<file path="src/rtl/div_unit_pkg.sv">
// Shared definitions for the iterative divider.
// Used by div_unit, and by ex and ctrl for the stall request.
package div_unit_pkg;

    typedef enum logic [1:0] {
        DivFree   = 2'b00,
        DivByZero = 2'b01,
        DivOn     = 2'b10,
        DivEnd    = 2'b11
    } div_state_e;

    localparam logic DivResultReady    = 1'b1;
    localparam logic DivResultNotReady = 1'b0;
    localparam logic DivStart          = 1'b1;
    localparam logic DivStop           = 1'b0;

endpackage

</file>
<file path="src/rtl/div_unit_if.sv">
// Request/result bundle between EX and the divider.
// master = EX side, slave = divider side.
interface div_unit_if #(
    parameter int WIDTH = 32
);
    logic                 signed_div_i;
    logic [WIDTH-1:0]     opdata1_i;
    logic [WIDTH-1:0]     opdata2_i;
    logic                 start_i;
    logic                 annul_i;
    logic [2*WIDTH-1:0]   result_o;
    logic                 ready_o;

    modport master (
        output signed_div_i,
        output opdata1_i,
        output opdata2_i,
        output start_i,
        output annul_i,
        input  result_o,
        input  ready_o
    );

    modport slave (
        input  signed_div_i,
        input  opdata1_i,
        input  opdata2_i,
        input  start_i,
        input  annul_i,
        output result_o,
        output ready_o
    );
endinterface

</file>
<file path="src/rtl/div_unit.sv">
// Iterative restoring divider for DIV/DIVU, one bit per cycle.
// Returns {remainder, quotient}; EX stalls until ready_o.
module div_unit
    import div_unit_pkg::*;
#(
    parameter int WIDTH = 32,
    parameter int CNT_W = 6
) (
    input  logic        clk,
    input  logic        rst,
    div_unit_if.slave   bus
);

    div_state_e             r_state;
    div_state_e             w_state_nxt;
    logic [CNT_W-1:0]       r_cnt;
    logic [CNT_W-1:0]       w_cnt_nxt;
    logic [2*WIDTH:0]       r_dividend;
    logic [2*WIDTH:0]       w_dividend_nxt;
    logic [WIDTH-1:0]       r_divisor;
    logic [WIDTH-1:0]       w_divisor_nxt;
    logic                   r_signed;
    logic                   w_signed_nxt;
    logic                   r_sign1;
    logic                   w_sign1_nxt;
    logic                   r_sign2;
    logic                   w_sign2_nxt;
    logic [2*WIDTH-1:0]     r_result;
    logic [2*WIDTH-1:0]     w_result_nxt;
    logic                   r_ready;
    logic                   w_ready_nxt;

    logic [WIDTH:0]         w_diff;
    logic [WIDTH-1:0]       w_op1_abs;
    logic [WIDTH-1:0]       w_op2_abs;
    logic [WIDTH-1:0]       w_quot;
    logic [WIDTH-1:0]       w_rem;
    logic                   w_go;
    logic                   w_last;

    localparam logic [CNT_W-1:0] LastCnt = CNT_W'(WIDTH);

    // A start is only honoured when not being flushed at the same edge.
    assign w_go   = (bus.start_i == DivStart) && !bus.annul_i;
    assign w_last = (r_cnt == LastCnt);

    // Magnitudes of the operands; only signed requests take abs().
    assign w_op1_abs = (bus.signed_div_i && bus.opdata1_i[WIDTH-1])
                     ? -bus.opdata1_i : bus.opdata1_i;
    assign w_op2_abs = (bus.signed_div_i && bus.opdata2_i[WIDTH-1])
                     ? -bus.opdata2_i : bus.opdata2_i;

    // Trial subtract; bit WIDTH set means the partial remainder is short.
    assign w_diff = {1'b0, r_dividend[2*WIDTH-1:WIDTH]}
                  - {1'b0, r_divisor};

    // Sign fix-up: quotient follows sign xor, remainder follows dividend.
    assign w_quot = (r_signed && (r_sign1 ^ r_sign2))
                  ? -r_dividend[WIDTH-1:0] : r_dividend[WIDTH-1:0];
    assign w_rem  = (r_signed && r_sign1)
                  ? -r_dividend[2*WIDTH:WIDTH+1]
                  : r_dividend[2*WIDTH:WIDTH+1];

    // State register.
    always_ff @(posedge clk) begin
        if (rst) r_state <= DivFree;
        else     r_state <= w_state_nxt;
    end

    // Next-state decode.
    always_comb begin
        w_state_nxt = r_state;
        unique case (r_state)
            DivFree: begin
                if (w_go)
                    w_state_nxt = (bus.opdata2_i == '0) ? DivByZero : DivOn;
            end
            DivByZero: w_state_nxt = DivEnd;
            DivOn: begin
                if (bus.annul_i)  w_state_nxt = DivFree;
                else if (w_last)  w_state_nxt = DivEnd;
            end
            DivEnd: begin
                if (bus.start_i == DivStop) w_state_nxt = DivFree;
            end
            default: w_state_nxt = DivFree;
        endcase
    end

    // Datapath and registered-output next values.
    always_comb begin
        w_cnt_nxt      = r_cnt;
        w_dividend_nxt = r_dividend;
        w_divisor_nxt  = r_divisor;
        w_signed_nxt   = r_signed;
        w_sign1_nxt    = r_sign1;
        w_sign2_nxt    = r_sign2;
        w_result_nxt   = r_result;
        w_ready_nxt    = r_ready;
        unique case (r_state)
            DivFree: begin
                w_result_nxt = '0;
                w_ready_nxt  = DivResultNotReady;
                if (w_go && bus.opdata2_i != '0) begin
                    w_dividend_nxt = {{WIDTH{1'b0}}, w_op1_abs, 1'b0};
                    w_divisor_nxt  = w_op2_abs;
                    w_signed_nxt   = bus.signed_div_i;
                    w_sign1_nxt    = bus.opdata1_i[WIDTH-1];
                    w_sign2_nxt    = bus.opdata2_i[WIDTH-1];
                    w_cnt_nxt      = '0;
                end
            end
            DivByZero: begin
                w_result_nxt = '0;
                w_ready_nxt  = DivResultReady;
            end
            DivOn: begin
                if (bus.annul_i) begin
                    w_cnt_nxt    = '0;
                    w_result_nxt = '0;
                    w_ready_nxt  = DivResultNotReady;
                end else if (w_last) begin
                    w_cnt_nxt    = '0;
                    w_result_nxt = {w_rem, w_quot};
                    w_ready_nxt  = DivResultReady;
                end else begin
                    if (w_diff[WIDTH])
                        w_dividend_nxt = {r_dividend[2*WIDTH-1:0], 1'b0};
                    else
                        w_dividend_nxt = {w_diff[WIDTH-1:0],
                                          r_dividend[WIDTH-1:0], 1'b1};
                    w_cnt_nxt = r_cnt + 1'b1;
                end
            end
            DivEnd: begin
                if (bus.start_i == DivStop) begin
                    w_result_nxt = '0;
                    w_ready_nxt  = DivResultNotReady;
                end
            end
            default: begin
                w_result_nxt = '0;
                w_ready_nxt  = DivResultNotReady;
            end
        endcase
    end

    // Datapath and output registers.
    always_ff @(posedge clk) begin
        if (rst) begin
            r_cnt      <= '0;
            r_dividend <= '0;
            r_divisor  <= '0;
            r_signed   <= 1'b0;
            r_sign1    <= 1'b0;
            r_sign2    <= 1'b0;
            r_result   <= '0;
            r_ready    <= DivResultNotReady;
        end else begin
            r_cnt      <= w_cnt_nxt;
            r_dividend <= w_dividend_nxt;
            r_divisor  <= w_divisor_nxt;
            r_signed   <= w_signed_nxt;
            r_sign1    <= w_sign1_nxt;
            r_sign2    <= w_sign2_nxt;
            r_result   <= w_result_nxt;
            r_ready    <= w_ready_nxt;
        end
    end

    assign bus.result_o = r_result;
    assign bus.ready_o  = r_ready;

endmodule

</file>
<file path="src/flat_wrapper.sv">
// flat-port wrapper written by rule: the top's interface ports become plain ports
module div_unit_flat import div_unit_pkg::*;
#(
    parameter int WIDTH = 32,
    parameter int CNT_W = 6
)
  (clk, rst, bus_signed_div_i, bus_opdata1_i, bus_opdata2_i, bus_start_i, bus_annul_i, bus_result_o, bus_ready_o);
  div_unit_if #(.WIDTH(WIDTH)) bus_i ();
  input  logic clk;
  input  logic rst;
  input wire logic [$bits(bus_i.signed_div_i)-1:0] bus_signed_div_i;
  input wire logic [$bits(bus_i.opdata1_i)-1:0] bus_opdata1_i;
  input wire logic [$bits(bus_i.opdata2_i)-1:0] bus_opdata2_i;
  input wire logic [$bits(bus_i.start_i)-1:0] bus_start_i;
  input wire logic [$bits(bus_i.annul_i)-1:0] bus_annul_i;
  output wire logic [$bits(bus_i.result_o)-1:0] bus_result_o;
  output wire logic [$bits(bus_i.ready_o)-1:0] bus_ready_o;
  assign bus_i.signed_div_i = bus_signed_div_i;
  assign bus_i.opdata1_i = bus_opdata1_i;
  assign bus_i.opdata2_i = bus_opdata2_i;
  assign bus_i.start_i = bus_start_i;
  assign bus_i.annul_i = bus_annul_i;
  assign bus_result_o = bus_i.result_o;
  assign bus_ready_o = bus_i.ready_o;
  div_unit #(.WIDTH(WIDTH), .CNT_W(CNT_W)) u_core (.clk(clk), .rst(rst), .bus(bus_i));
endmodule
</file>
<file path="config.mk">
export PLATFORM = sky130hd
export DESIGN_NAME = div_unit_flat
export DESIGN_NICKNAME = d
export VERILOG_FILES = /design/src/rtl/div_unit_pkg.sv /design/src/rtl/div_unit_if.sv /design/src/rtl/div_unit.sv /design/src/flat_wrapper.sv
export SDC_FILE = /design/constraint.sdc
export NUM_CORES = 1
export LEC_CHECK = 0
export BUFFER_PORTS_ARGS = -buffer_cell sky130_fd_sc_hd__buf_2
export CORE_MARGIN = 2
export CORE_UTILIZATION = 35
export DETAILED_ROUTE_END_ITERATION = 12
export SLEW_MARGIN = 20
export SYNTH_ARGS = -nofsm -noshare
export SYNTH_HDL_FRONTEND = slang
export SYNTH_SLANG_ARGS = --single-unit
</file>
<file path="constraint.sdc">
create_clock -name clk -period 3.75 [get_ports clk]
set_input_delay 1.125 -clock clk [delete_from_list [all_inputs] [get_ports clk]]
set_output_delay 1.125 -clock clk [all_outputs]
set_load 0.02 [all_outputs]
</file>
==> flow_summary.json <==
{
  "status": "finished, final reports clean",
  "synthesis_warning_total": 0,
  "post_synth_mux_area_share": 0.0211,
  "drc": 0,
  "hold-path-cell-count": 2,
  "layout.cells.non_filler": 1921,
  "worst-endpoint-required_ns": 4.05,
  "synth.area.top_cells": "sky130_fd_sc_hd__dfxtp_1, sky130_fd_sc_hd__xnor2_1, sky130_fd_sc_hd__nand2_1",
  "dp_hpwl_mm": 24.4,
  "first_pass_grt_wire_length_mm": 52.1,
  "final-setup-viol-count": 0,
  "clockBufferDepth": 2,
  "die_x_um": 180,
  "synth_seq_cells": 173,
  "cp-start-kind": "primary input",
  "grt.overflow.total": 0,
  "n_fill_cell": 3204,
  "min_period_ns": 3.33,
  "power.ir.vdd_worst_mv": 0.297,
  "seqPwrFrac": 0.354,
  "vias": 10296,
  "ff_latch_area_um2": 3460,
  "cts_tree": "yes",
  "yosys.area_share.adder": 0.0512,
  "internal_power_mw": 3.64,
  "detailedRoute.firstPassIterationCount": 5,
  "power_mw": 5.93,
  "post_route_setup_tns_ns": 0,
  "multiInputGateArea_um2": 6930,
  "post-cts-setup-buffer-count": 0,
  "unrepaired_setup_endpoints_after_global_routing": "false",
  "vias_per_cell": 5.36,
  "synth.distinct_cells": 60,
  "antenna_found_initial": 1,
  "clock_power_share": 0.295,
  "post_synth_edffs": 0,
  "p_switching_mw": 2.29,
  "antenna_left": 0,
  "grt_start_max_net_pins": 72,
  "number_of_global_route_vias_before_repair": 9696,
  "cts_buffers": 17,
  "drv_slew": 0,
  "synth_fp_nets": 1517,
  "layout_setup_ws_ns": 0.419,
  "ctsHoldBuffers": 0,
  "timing.critical_path.fanout_max": 12,
  "synth-compound-area-share": 0.248,
  "route.detailed.wl_per_inst_um": 16.7,
  "clk_pin_slew_ns": 0.07,
  "dpl_worst_slack_ns": 0.000101,
  "drv_cap": 0,
  "finish.net_count": 1624,
  "cellLeakagePower_nw": 5.15,
  "floorplan.die.height_um": 180,
  "tightestPinTransition_ns": 0.811,
  "post-synth-top-area-fraction": 0.318,
  "fp.dieArea_um2": 32600,
  "cts-root-buf": "sky130_fd_sc_hd__clkbuf_16",
  "critPathKind": "primary input to register",
  "final_core_util": 0.415,
  "resized_gates_after_cts": 0,
  "worst_skew_pair.late_latency_ns": 0.44,
  "maxSlewHeadroom": 0.454,
  "hold_path_class": "register to register",
  "grtUsageTotal": 0.194,
  "yosys.area_share.simple": 0.190,
  "final_design_area_no_fill_um2": 12700,
  "fraction_of_layout_cells_with_a_size_suffix_above_1": 0.141,
  "post_synthesis_sequential_area_ratio": 0.318,
  "syn_to_final_growth_pct": 16.5,
  "power.density_cell_area_nw_per_um2": 467,
  "skew_ns": 0.0116,
  "timing.critical_path.arrival_ns": 3.63,
  "comb_pwr_share": 0.351,
  "io_pins": 134,
  "rr_worst_depth": 10,
  "cts.htree.levels": 4,
  "detail_route.wirelength_mm": 32.0,
  "max_clock_freq_mhz": 300,
  "clock_sinks": 173,
  "async_reset_ff_frac": 0,
  "dpl_cell_area_um2": 12100,
  "hold_ws_ns": 0.456,
  "synth_ff_type": "sky130_fd_sc_hd__dfxtp_1",
  "placedCellCount": 1888,
  "yosysTopAreaCell": "sky130_fd_sc_hd__dfxtp_1",
  "avgSynthCellArea_um2": 7.76,
  "net_switching_fraction_of_the_power": 0.386,
  "initialDrtViolationCount": 718,
  "gp_congestion": 0.919,
  "rows": 64,
  "synthXorXnorAreaFrac": 0.122,
  "final.period_utilization": 0.888,
  "port_buffers": 133,
  "finalHoldViolCount": 0,
  "synth_top_family_by_area": "compound AO/OA/AOI/OAI gates",
  "mappedNetlistArea_um2": 10900,
  "post_synth_inst_count": 1404,
  "start_util": 0.356,
  "fp.coreArea_um2": 30600,
  "critical_path_sink_type": "register"
}
cell type report:
type,instances,area share
diodes,1,0.000197
clock buffers,17,0.0335
clock inverters,15,0.0114
inverters,57,0.0169
multi-input cells,1095,0.546
flip-flops and latches,173,0.273
well taps,396,0.0390
repair buffers,167,0.0806
worst paths after layout:
check                                                         from                                 end  slack, ns
worst max register to register  u_core.r_dividend[33]$_SDFFE_PP0P_  u_core.r_dividend[52]$_SDFFE_PP0P_       0.58
worst min register to register   u_core.r_divisor[31]$_SDFFE_PP0P_   u_core.r_divisor[31]$_SDFFE_PP0P_       0.46
worst min-delay path             u_core.r_divisor[31]$_SDFFE_PP0P_   u_core.r_divisor[31]$_SDFFE_PP0P_       0.46
worst max-delay path                              bus_opdata2_i[4]  u_core.r_dividend[52]$_SDFFE_PP0P_       0.42
flip-flops by register name, indices dropped and copies added (netlist names):
register             flops
u_core.r_dividend       65
u_core.bus.result_o     64
u_core.r_divisor        32
u_core.r_cnt             6
u_core.r_state           2
u_core.bus.ready_o       1
u_core.r_sign1           1
u_core.r_sign2           1
u_core.r_signed          1
cell usage after synthesis, types with 15 or more instances:
cell and number:
sky130_fd_sc_hd__nand3_1 20, sky130_fd_sc_hd__nor4_1 15, sky130_fd_sc_hd__a22oi_1 27, sky130_fd_sc_hd__a22o_1 31, sky130_fd_sc_hd__o31ai_1 18, sky130_fd_sc_hd__inv_1 57, sky130_fd_sc_hd__nor3_1 27, sky130_fd_sc_hd__xnor2_1 83
sky130_fd_sc_hd__a21oi_1 117, sky130_fd_sc_hd__mux2i_1 23, sky130_fd_sc_hd__clkbuf_1 65, sky130_fd_sc_hd__xor2_1 69, sky130_fd_sc_hd__o21ai_0 90, sky130_fd_sc_hd__a21o_1 16, sky130_fd_sc_hd__a211oi_1 40, sky130_fd_sc_hd__dfxtp_1 173
sky130_fd_sc_hd__nor2_1 135, sky130_fd_sc_hd__ha_1 43, sky130_fd_sc_hd__nand2_1 177
critical path: stages:
cell	delay [ns]
sky130_fd_sc_hd__buf_2	0.11
sky130_fd_sc_hd__or4_4	0.55
sky130_fd_sc_hd__or4_4	0.54
sky130_fd_sc_hd__o31a_1	0.34
sky130_fd_sc_hd__a21oi_2	0.18
sky130_fd_sc_hd__a211o_1	0.15
sky130_fd_sc_hd__nor3b_2	0.10
sky130_fd_sc_hd__nand2_1	0.38
sky130_fd_sc_hd__o21ai_0	0.16
power groups by stage:
stage                     combinational, mW  clock (mW)  sequential [mW]
after floorplan                        1.45           0             2.11
after detailed placement               2.07           0             2.14
after CTS                              2.08        1.79             2.10
final                                  2.08        1.75             2.10
after global routing                   2.32        1.86             2.12
after global placement                 2.05           0             2.13
cells by family (layout without fill, tap and decap cells):
family | after synthesis | in the layout
and+or+nand+nor | 456 | 456
AOI/OAI and AO/OA | 420 | 420
DFF | 173 | 173
xor gates and xnor gates | 152 | 152
buffers and inverters | 136 | 256
adders and majority gates | 44 | 44
muxes | 23 | 23
other | 0 | 1
cell usage in the layout, fill, tap and decap left out, types with 5 or more instances in the layout:
| master | n |
|---|---|
| sky130_fd_sc_hd__nand2_1 | 177 |
| sky130_fd_sc_hd__dfxtp_1 | 173 |
| sky130_fd_sc_hd__nor2_1 | 133 |
| sky130_fd_sc_hd__buf_2 | 132 |
| sky130_fd_sc_hd__a21oi_1 | 116 |
| sky130_fd_sc_hd__o21ai_0 | 90 |
| sky130_fd_sc_hd__xnor2_1 | 83 |
| sky130_fd_sc_hd__xor2_1 | 69 |
| sky130_fd_sc_hd__inv_1 | 57 |
| sky130_fd_sc_hd__ha_1 | 42 |
| sky130_fd_sc_hd__a211oi_1 | 39 |
| sky130_fd_sc_hd__a22o_1 | 31 |
| sky130_fd_sc_hd__a22oi_1 | 27 |
| sky130_fd_sc_hd__buf_4 | 27 |
| sky130_fd_sc_hd__nor3_1 | 26 |
| sky130_fd_sc_hd__mux2i_1 | 23 |
| sky130_fd_sc_hd__nand3_1 | 20 |
| sky130_fd_sc_hd__o31ai_1 | 18 |
| sky130_fd_sc_hd__clkbuf_16 | 17 |
| sky130_fd_sc_hd__a21o_1 | 16 |
| sky130_fd_sc_hd__nor4_1 | 15 |
| sky130_fd_sc_hd__nand2b_1 | 14 |
| sky130_fd_sc_hd__a31oi_1 | 13 |
| sky130_fd_sc_hd__o41ai_1 | 13 |
| sky130_fd_sc_hd__a32oi_1 | 12 |
| sky130_fd_sc_hd__or3_1 | 12 |
| sky130_fd_sc_hd__and3_1 | 10 |
| sky130_fd_sc_hd__nand4_1 | 8 |
| sky130_fd_sc_hd__o21ai_1 | 8 |
| sky130_fd_sc_hd__buf_12 | 8 |
| sky130_fd_sc_hd__or4_1 | 7 |
| sky130_fd_sc_hd__inv_8 | 7 |
| sky130_fd_sc_hd__o211ai_1 | 6 |
| sky130_fd_sc_hd__and2_1 | 6 |
| sky130_fd_sc_hd__nor2b_1 | 5 |
| sky130_fd_sc_hd__nand3b_1 | 5 |
layer usage:
metal  share of wire  vias up  GRT usage
li1                -     5222          -
met1            0.50     4821      0.278
met2            0.45      228      0.308
met3           0.037       25     0.0253
met4           0.014        0     0.0445
met5               0        -          0
(Power assumes the default switching activity.)
